<file path="src/rtl/len_cnt_pkg.sv">
// Shared length-counter definitions: index width, index type and the 2A03 length table.
package len_cnt_pkg;

  localparam int LEN_IDX_W = 5;

  typedef logic [LEN_IDX_W-1:0] len_idx_t;

  localparam logic [7:0] LEN_TABLE [0:31] = '{
    8'd10,  8'd254, 8'd20,  8'd2,   8'd40,  8'd4,   8'd80,  8'd6,
    8'd160, 8'd8,   8'd60,  8'd10,  8'd14,  8'd12,  8'd26,  8'd14,
    8'd12,  8'd16,  8'd24,  8'd18,  8'd48,  8'd20,  8'd96,  8'd22,
    8'd192, 8'd24,  8'd72,  8'd26,  8'd16,  8'd28,  8'd32,  8'd30
  };

endpackage

</file>
<file path="src/rtl/len_lut.sv">
// Combinational length-table lookup, shared by every channel's length counter.
module len_lut
  import len_cnt_pkg::*;
(
  input  len_idx_t   idx_i,
  output logic [7:0] len_o
);

  always_comb begin
    len_o = LEN_TABLE[idx_i];
  end

endmodule

</file>
<file path="src/rtl/apu_length_counter.sv">
// 2A03 APU per-channel length counter with halt bit and channel-active gate.
// Optional debug freeze input and dropped-load flag under `LEN_CNT_DBG_EN.
module apu_length_counter
  import len_cnt_pkg::*;
#(
  parameter int   CNT_W    = 8,
  parameter logic HALT_RST = 1'b0
) (
  input  logic             clk,
  input  logic             res,
  input  logic             ena,
  input  logic             ld,
  input  len_idx_t         ld_idx,
  input  logic             halt_wr,
  input  logic             halt_in,
  input  logic             hf_tick,
  output logic [CNT_W-1:0] cnt,
  output logic             active
`ifdef LEN_CNT_DBG_EN
  ,
  input  logic             dbg_frz,
  output logic             dbg_ld_drop
`endif
);

  // The table is 8 bits wide; a narrower counter would truncate it.
  if (CNT_W < 8) begin : g_cnt_w_chk
    $error("apu_length_counter: CNT_W must be at least 8");
  end

  logic [CNT_W-1:0] cnt_q, cnt_d;
  logic             halt_q;
  logic [7:0]       lut_len;
  logic             frz;
  logic             eff;
  logic             drop_d;

  len_lut u_lut (
    .idx_i (ld_idx),
    .len_o (lut_len)
  );

`ifdef LEN_CNT_DBG_EN
  assign frz = dbg_frz;
`else
  assign frz = 1'b0;
`endif

  // A tick only counts when not halted (pre-edge halt) and the count is nonzero.
  assign eff = hf_tick && !halt_q && (cnt_q != '0) && !frz;

  always_comb begin
    cnt_d  = cnt_q;
    drop_d = 1'b0;
    if (!ena) begin
      cnt_d  = '0;
      drop_d = ld;
    end else if (eff) begin
      cnt_d  = cnt_q - CNT_W'(1);
      drop_d = ld;
    end else if (ld) begin
      cnt_d  = CNT_W'(lut_len);
    end else begin
      cnt_d  = cnt_q;
    end
  end

  always_ff @(posedge clk) begin
    if (res) begin
      cnt_q  <= '0;
      halt_q <= HALT_RST;
    end else begin
      cnt_q <= cnt_d;
      if (halt_wr) begin
        halt_q <= halt_in;
      end
    end
  end

`ifdef LEN_CNT_DBG_EN
  logic drop_q;

  always_ff @(posedge clk) begin
    if (res) begin
      drop_q <= 1'b0;
    end else begin
      drop_q <= drop_d;
    end
  end

  assign dbg_ld_drop = drop_q;
`endif

  assign cnt    = cnt_q;
  assign active = (cnt_q != '0);

endmodule

</file>
<file path="config.mk">
export PLATFORM = sky130hd
export DESIGN_NAME = apu_length_counter
export DESIGN_NICKNAME = d
export VERILOG_FILES = /design/src/rtl/len_cnt_pkg.sv /design/src/rtl/len_lut.sv /design/src/rtl/apu_length_counter.sv
export SDC_FILE = /design/constraint.sdc
export NUM_CORES = 1
export LEC_CHECK = 0
export CAP_MARGIN = 20
export CORE_UTILIZATION = 41
export CTS_CLUSTER_DIAMETER = 120
export DETAILED_ROUTE_END_ITERATION = 8
export GPL_ROUTABILITY_DRIVEN = 0
export PLACE_DENSITY = 0.77
export SETUP_SLACK_MARGIN = 0.02
export SLEW_MARGIN = 20
export SYNTH_ARGS = -nofsm -noshare
export SYNTH_HDL_FRONTEND = slang
export SYNTH_SLANG_ARGS = --single-unit
</file>
<file path="constraint.sdc">
create_clock -name clk -period 2.35 [get_ports clk]
set_input_delay 0.47 -clock clk [delete_from_list [all_inputs] [get_ports clk]]
set_output_delay 0.47 -clock clk [all_outputs]
set_load 0.1 [all_outputs]
</file>
Word level (Yosys, flattened, before mapping)
Memories as Yosys holds them, arrays and structs flattened.
Index checks and enable logic that the tools add are counted.
- register bits: 9
- bits in latches: 0
- bits in writable memories: 0
- ROM bits: 256
- input port bits: 12
- output and inout bits: 9
- word-level logic and storage cells: 17
- memories kept: 1
- add/subtract/negate cells: 1
- $mul: 0
- divide/modulo/power cells: 0
- magnitude comparators: 1
- eq/ne operators: 0
- shift operators: 0
- mux-type cells: 4
- bitwise operators: 2
- reductions and logical operators: 6
- memories (name ; words ; bits a word ; rd ports ; clocked after memory_dff ; wr ports ; RTL line ; text):
    (name not given) ; 32 ; 8 ; 1 ; 0 ; 0 ; len_lut.sv:10 ; len_o = LEN_TABLE[idx_i];
- operators by type and width (kind ; count):
    two-way mux 8 bit ; 4
    nonzero test 8 bit ; 1
    subtractor 8 x 1 -> 8 bit, second input constant ; 1
    greater-or-equal comparator 6 bit, second input constant ; 1
    inverter 5 -> 6 bit ; 1
    logical AND 1 bit ; 2
    nonzero test 2 bit ; 1
    OR reduction 2 bit ; 1
    logical NOT 1 bit ; 1
    inverter 1 bit ; 1

Longest topological paths before layout
Gate-level depths: netlist (run 1).
- word-level depth: 6
- gate-level depth with buffers: 7
- mapped depth without buffers: 7

Hierarchy
Synthesis (run 1) repeated with hierarchy kept, for this count alone.
- cell total of the unflattened synthesis: 119
- area, all modules: 963.4 um2
- by module, submodules not included (module ; instances ; cells each ; area each (um2) ; seq. area each (um2)):
    apu_length_counter ; 1 ; 65 ; 558.0 ; 180.2
    len_lut ; 1 ; 54 ; 405.4 ; 0.0

Worst setup path after synthesis (run 1)
OpenSTA, ideal clock, no wires.
- path type: register to output
- start point: reg cnt_q[0], in the netlist cnt[0]
- end point: out active
- arrival: 2.310 ns
- required time: 1.880 ns
- setup slack: -0.430 ns
- stages on the path, launching flop included: 5
- buffers on the path: 0
- cells stage by stage: dfxtp_1 -> inv_1 -> ha_1 -> nor4b_4 -> nand2_1
- word-level cells in the longest chain between the ends: 1
- RTL lines (what ; RTL line ; text):
    start, declared ; apu_length_counter.sv:31 ; logic [CNT_W-1:0] cnt_q, cnt_d;
    start signal, assigned ; apu_length_counter.sv:73 ; cnt_q <= cnt_d;
    nonzero test 8 bit ; apu_length_counter.sv:95 ; assign active = (cnt_q != '0);
    end, declared ; apu_length_counter.sv:18 ; output logic active
No other way between the ends.

Worst setup path after layout (run 1)
Ends and elaborated chain as after synthesis.

==> results of run 1 <==
==> stage by stage <==
| step | std cells | worst slack, ps |
|---|---|---|
| floorplan | 125 | 201 |
| global placement | 172 | 204 |
| finish | 176 | 245 |
| global route | 176 | 109 |
| detailed placement | 172 | 164 |
| CTS | 176 | 248 |
==> registers in the layout, summed over array words and instances (netlist names) <==
signal,cells
halt_q,1
cnt,8
==> cell usage in the layout, fill, tap and decap left out, drive strengths merged, types with 2 or more instances in the layout <==
master	Yosys	routed
nor2	16	16
ha	8	8
mux2i	3	3
nor4b	2	2
nor3	3	3
a221o	2	2
buf	2	14
and3	2	2
or3	2	2
nand2	6	6
clkdlybuf4s50	0	11
a211oi	2	2
a221oi	3	3
clkbuf	3	4
o21ai	8	8
nand3	2	2
a31oi	2	2
o21a	2	2
nor2b	8	8
nand2b	2	2
inv	8	8
a21oi	13	13
dfxtp	9	9
==> power breakdown <==
group          switching (W)  internal (W)
sequential         0.0000182      0.000164
clock              0.0000638     0.0000659
combinational       0.000237      0.000138
total               0.000319      0.000368
==> metal layers <==
layer | up-vias | wire, um | global-route usage (%)
met1 | 481 | 1100 | 26.8
met2 | 40 | 1040 | 33.6
met5 | - | 0 | 0
met4 | 0 | 67 | 10.0
li1 | 512 | - | -
met3 | 10 | 147 | 5.25
==> area by class of cell <==
class	count	area [um^2]
tap	27	33.8
sequential	9	183
fill	199	838
timing repair buffer	25	228
multi-input combinational	103	703
inverter	8	30.0
clock buffer	4	26.3
==> kinds of logic after synthesis <==
logic type | share of synthesized area, %
flops | 19.3
compound gates | 32.1
fa+ha+maj | 10.7
mux | 3.22
buf+inv | 5.50
simple gates | 29.1
==> tightest hold or removal path, cell delays in order (launching register included) <==
cell,delay [ps]
dfxtp_1,350
mux2i_1,70
nor2_1,70
==> worst max path at each step <==
stage | depth (start not counted) | endpoint | slack (ps) | from
global route | 5 | active | 110 | cnt[0]
global placement | 7 | cnt[2] | 200 | ld_idx[0]
CTS | 5 | active | 250 | cnt[0]
finish | 5 | active | 250 | cnt[0]
floorplan | 4 | active | 200 | cnt[0]
detailed placement | 7 | cnt[2] | 160 | ld_idx[0]
==> results.cfg, run 1 <==
[drt]
routed_wl_um = 2360
drc = 0
drtIter0Drc = 50
wire_per_inst_um = 13.4
via_count = 1043
antenna_left = 0
first_pass_iters = 5
viasPerCell = 5.93

[cts]
htreeDepth = 1
ctsHoldBuffers = 0
numClockSinks = 9
cts_setup_buffers = 0
cts.repair.resized = 0
ctsRootBufferMaster = clkbuf_4
cts_tree = yes
clk_latency_ps = 280
clk_pin_slew_ps = 60
cts_buffers = 3
cts_buffer_depth = 2

[setup_path]
crit_family = simple AND/OR/NAND/NOR gates
crit_arrival_ps = 1630
worstSetupPathType = reg2out
cp.required_ps = 1880
r2r_end = cnt[2]
crit_path_max_incr_delay_ps = 380
ff2ff_path_depth = 6
worstPathCellList = inv_1 -> ha_1 -> nor4b_4 -> nand2_2 -> buf_12
regToRegStartpoint = cnt[0]
critPathBufInv = 2
r2r_slack_ps = 420
crit_path_max_fanout = 5
end_kind = output port
startpoint_type = flop
crit_slowest_cell = nor4b_4

[job]
drv_cap = 0

[sta]
skew_ps = 5.98
setup_tns_ps = 0
rsz0062_at_grt = no
max_freq_mhz = 475
setup_viol = 0
worstMarginPinSlew_ps = 495
max_slew_margin_pct = 66.9
hold_viol_final = 0
fin_crit_ps = 2100
slew_violations = 0
min_period_over_period_pct = 89.6
holdWs_ps = 526

[synth]
synth_top_cell_area_share_pct = 19.3
ys_ff_latch = 9
synthesis.area_um2 = 932
synthFlopType = dfxtp_1
netlist_top_cells_count = nor2_1, a21oi_1, dfxtp_1
synth.distinct_cells = 42
yosysMostFrequentCell = nor2_1
synthCells = 125
ys_seq_area_share_pct = 19.3
synth_area_per_cell_um2 = 7.46
postSynth.asyncResetShare_pct = 0
yosysWarnings = 0
synth_top_area_cell = dfxtp_1
synth.net_count = 145
synth_edf_count = 0
synth.area.top_cells = dfxtp_1, ha_1, a21oi_1, nor2_1, nor2b_1

[place]
dpl.hpwl_um = 1840
io_buffers = 20
place_area_um2 = 1180

[power]
power.total_w = 0.000687
power.density_nw_per_um2 = 571
irDropWorstVdd_mv = 0.540
p_leak_nw = 0.511

[worst_hold_path]
worstHoldStart = halt_q
hold_end = halt_q
whs_path_depth = 2
hold_path_class = reg2reg

[floorplanning]
die_h_um = 49.7
die_x_um = 49.7
num_rows = 16
start_util_pct = 45.6
fp.dieArea_um2 = 2470
core-area_um2 = 2040
io_pins = 21

[global_routing]
grt_usage_pct = 21.2
grt_max_degree = 16
grt_overflow_total = 0
grt_pass1_wl_um = 4060
grt_pass1_vias = 984
antenna_found_initial = 0

[cells_and_area]
stdcell_area_um2 = 1200
postLayoutCoreUtil_pct = 58.9
antenna_cells = 0
drive_gt1_share_pct = 16.1
area_delta_synth_final_pct = 29.1
nets = 170

[outcome]
status = complete, no violations
Note: power is estimated with default switching activity, not from simulation.
==> inputs of run 2 (changes only) <==
- CORE_UTILIZATION: 41 -> 49
- CTS_CLUSTER_DIAMETER: 120 -> 80
- PLACE_DENSITY: 0.77 -> 0.88
==> run 2 against run 1 <==
Sequential share of layout area is essentially flat. Global-route usage rose by 5.4 points. Critical path depth unchanged. Sequential cell count is the same. Largest cell class unchanged. First-iteration DRC count down 28%. Hold slack better by 0.65 ps.
==> results.cfg, run 2 (same netlist as run 1, synthesis figures left out) <==
[drt]
wire_per_inst_um = 13.9
drc = 0
first_pass_iters = 4
via_count = 1050
antenna_left = 0
drtIter0Drc = 36
viasPerCell = 6.03
routed_wl_um = 2420

[setup_path]
worstSetupPathType = reg2out
cp.required_ps = 1880
end_kind = output port
crit_arrival_ps = 1660
startpoint_type = flop
crit_path_max_fanout = 5

[floorplanning]
start_util_pct = 53.4
die_x_um = 45.6
io_pins = 21
core-area_um2 = 1750
fp.dieArea_um2 = 2080
num_rows = 15
die_h_um = 45.6

[cts]
ctsRootBufferMaster = clkbuf_4
cts_buffer_depth = 2
htreeDepth = 1
numClockSinks = 9
cts_tree = yes
cts.repair.resized = 0
clk_pin_slew_ps = 60
ctsHoldBuffers = 0
clk_latency_ps = 260
cts_buffers = 3
cts_setup_buffers = 0

[power]
switching_share_pct = 46.4
power.density_nw_per_um2 = 571
p_comb_share_pct = 55.1
p_switching_w = 0.000318
pwr-share-seq_pct = 26.6
irDropWorstVdd_mv = 0.424
p_leak_nw = 0.511
p_int_w = 0.000367
p_clk_share_pct = 18.3

[cells_and_area]
nets = 170
drive_gt1_share_pct = 16.1
final_cell_mix = nor2_1, buf_4, a21oi_1, clkdlybuf4s50_1
area_delta_synth_final_pct = 28.9
largest_reg_flops = 8
nFillCells = 142
final_common_cell = nor2_1
antenna_cells = 0

[sta]
fin_crit_ps = 2130
min_period_over_period_pct = 90.6
holdWs_ps = 527
hold_viol_final = 0
slew_violations = 0
max_slew_margin_pct = 66.4
skew_ps = 0.534
setup_viol = 0
finalWorstSetupSlack_ps = 222
max_freq_mhz = 470
rsz0062_at_grt = no
setup_tns_ps = 0
worstMarginPinSlew_ps = 503

[global_routing]
grt_pass1_wl_um = 4080
grt_max_degree = 16
antenna_found_initial = 0
grt_usage_pct = 26.6
grt_overflow_total = 0
grt_pass1_vias = 936

[place]
io_buffers = 20
pre_cts_ws_ps = 93.0
dpl.hpwl_um = 1880

[job]
drv_cap = 0

[outcome]
status = complete, no violations

[worst_hold_path]
hold_path_class = reg2reg
==> run 2: path summary, 6_finish.rpt <==
path / startpoint / cells past startpoint / slack (ps) / end
setup / recovery: cnt[0] / 5 / 220 / active
hold / removal: halt_q / 2 / 530 / halt_q
setup reg to reg: cnt[0] / 6 / 380 / cnt[2]
hold reg to reg: halt_q / 2 / 530 / halt_q
==> run 2: layout make-up <==
type	instances	area [um^2]	area share [%]
Clock buffer	4	26.3	2.19
Multi-Input combinational cell	103	703	58.5
Sequential cell	9	183	15.2
Inverter	8	30.0	2.50
Timing Repair Buffer	25	228	19.0
Tap cell	25	31.3	2.60
==> run 2: critical path: stages, from the launching register on <==
cell,delay (ps)
dfxtp_2,340
inv_1,110
ha_1,230
nor4b_4,390
nand2_2,120
buf_12,190
==> run 2: per-stage QoR <==
stage | utilization (%) | power [W] | cells | area, um^2
final | 68.8 | 0.000685 | 174 | 1200
after global routing | 68.8 | 0.000727 | 174 | 1200
after CTS | 68.8 | 0.000685 | 174 | 1200
after detailed placement | 67.3 | 0.000559 | 170 | 1170
after global placement | 67.3 | 0.000553 | 170 | 1170
after floorplan | - | 0.000455 | 125 | 937
==> run 2: power by group through the flow <==
stage	registers, W	logic (W)	clock network [W]
after floorplan	0.000253	0.000202	0
after global placement	0.000185	0.000368	0
after detailed placement	0.000185	0.000374	0
after CTS	0.000182	0.000375	0.000128
after global routing	0.000184	0.000406	0.000137
final	0.000183	0.000377	0.000126
==> run 2: routing by layer <==
layer / part of all wire, % / vias to the layer above / GRT usage, % / wire, um
li1: - / 516 / - / -
met1: 45 / 491 / 35.8 / 1080
met2: 48 / 43 / 43.7 / 1170
met3: 6.9 / 0 / 6.35 / 166
met4: 0 / 0 / 3.64 / 0
met5: 0 / - / 0 / 0
==> RTL edit, RTL diff (settings of run 2) <==
`LEN_IDX_W`: 5 -> 4.
--- a/src/rtl/len_cnt_pkg.sv
+++ b/src/rtl/len_cnt_pkg.sv
@@ -2,5 +2,5 @@
 package len_cnt_pkg;
 
-  localparam int LEN_IDX_W = 5;
+  localparam int LEN_IDX_W = 4;
 
   typedef logic [LEN_IDX_W-1:0] len_idx_t;
Ports: changed (resized ld_idx); port bits go from 21 to 20. The function was not compared with the original's and may differ.
==> RTL edit against run 2 <==
- power decreased by 7.4%
- maximum frequency grew 9.2%
- worst setup slack improved by 0.18 ns
- critical path type is now reg -> reg
- critical endpoint is now cnt[6]
- core utilization is 4.2 points higher
- routed wire length is 33% lower
- sequential cell count unchanged
- count of clock-buffer cells in the layout did not move
- global-route usage fell by 4.1 points
- first-iteration DRC count is 14% lower
- largest power group unchanged
- critical path depth up 1
- synthesized area fell by 20%
- design area down 18%
==> RTL edit: results <==
[routing]
drt-met1-wl_um = 738
met2_length_um = 807
wl_mm = 1.615
antenna_left = 0
met3WireLength_um = 70
dr.first_iter.drc_count = 31
routed_via_density = 5.899

[timing]
finClkSkew_ns = 0.005156
max-slew-margin-rel_pct = 66.12
hold_slack_ns = 0.5128

[grt]
met2_usage_pct = 36.33
grt_pass1_wl_mm = 2.497
grt_pass1_vias = 605
track_usage_pct = 22.52
grt_max_degree = 13
grt_util_met3_pct = 8.152
antenna_found_initial = 0
met1_usage_pct = 30.26

[power]
switchingPower_mw = 0.2795
power_density_mw_per_mm2 = 643.5
max-vdd-ir-drop_mv = 0.4632
pg_seq_mw = 0.178
pg_comb_mw = 0.336
p_leak_nw = 0.4272

[layout]
nets = 133
drive_above_1_share_pct = 23.68
fill_cells = 101
fin_cells = 129
largest_reg_flops = 8

[synth]
synthCells = 92
synthMuxAreaShare_pct = 12.82
synth_xor_area_share_pct = 2.361
yosysSeqAreaShare_pct = 24.28
syn_nets = 110
synth_compound_area_share_pct = 14.33
ys_top_cells_by_area = dfxtp_1, ha_1, mux2i_1, nand3_1, a31oi_1
synthTopCellsByCount = nor2_1, dfxtp_1, nand3_1
ys_types = 34
synth_fa_ha_area_share_pct = 11.80

[place]
dpl_cell_area_um2 = 959.7
place_ws_ns = 0.1365
port_buffers = 19
hpwlAfterDp_mm = 1.286
place_inst = 125

[clock_tree]
htree_num_levels = 1

[setup_path]
path_delay_family = simple AND/OR/NAND/NOR gates
crit_fanout = 4
r2r_setup_slack_ns = 0.40
crit_arrival_ns = 2.14
slowest_stage = or4b_1
worst_r2r_endpoint = cnt[6]
max_stage_delay_ns = 0.45

[outcome]
status = completed

[min_path]
holdCritStartpoint = halt_q
-- RTL edit: changes by cell type in the layout (fill, tap and decap cells not counted), sizes merged, moves of 4 or more --
cell and delta:
a21oi -12, a31oi +4, nand3 +6, nor2 -6
nor2b -6, o21ai -7
-- RTL edit: layout make-up --
class	instances	area, um2	share of cell area [%]
multi-input cells	73	531.8	53.93
repair buffers	22	202.7	20.56
flip-flops and latches	9	183.9	18.65
clock buffers	4	26.28	2.665
inverters	6	22.52	2.284
well taps	15	18.77	1.904
-- RTL edit: worst max path at each step --
stage	from	endpoint	slack, ns	cells past startpoint
finish	cnt[0]	cnt[6]	0.40	6
global route	cnt[0]	cnt[6]	0.31	6
CTS	cnt[0]	cnt[6]	0.40	6
detailed placement	ld_idx[0]	cnt[2]	0.14	6
global placement	ld_idx[0]	cnt[2]	0.20	6
floorplan	cnt[4]	cnt[5]	0.12	4
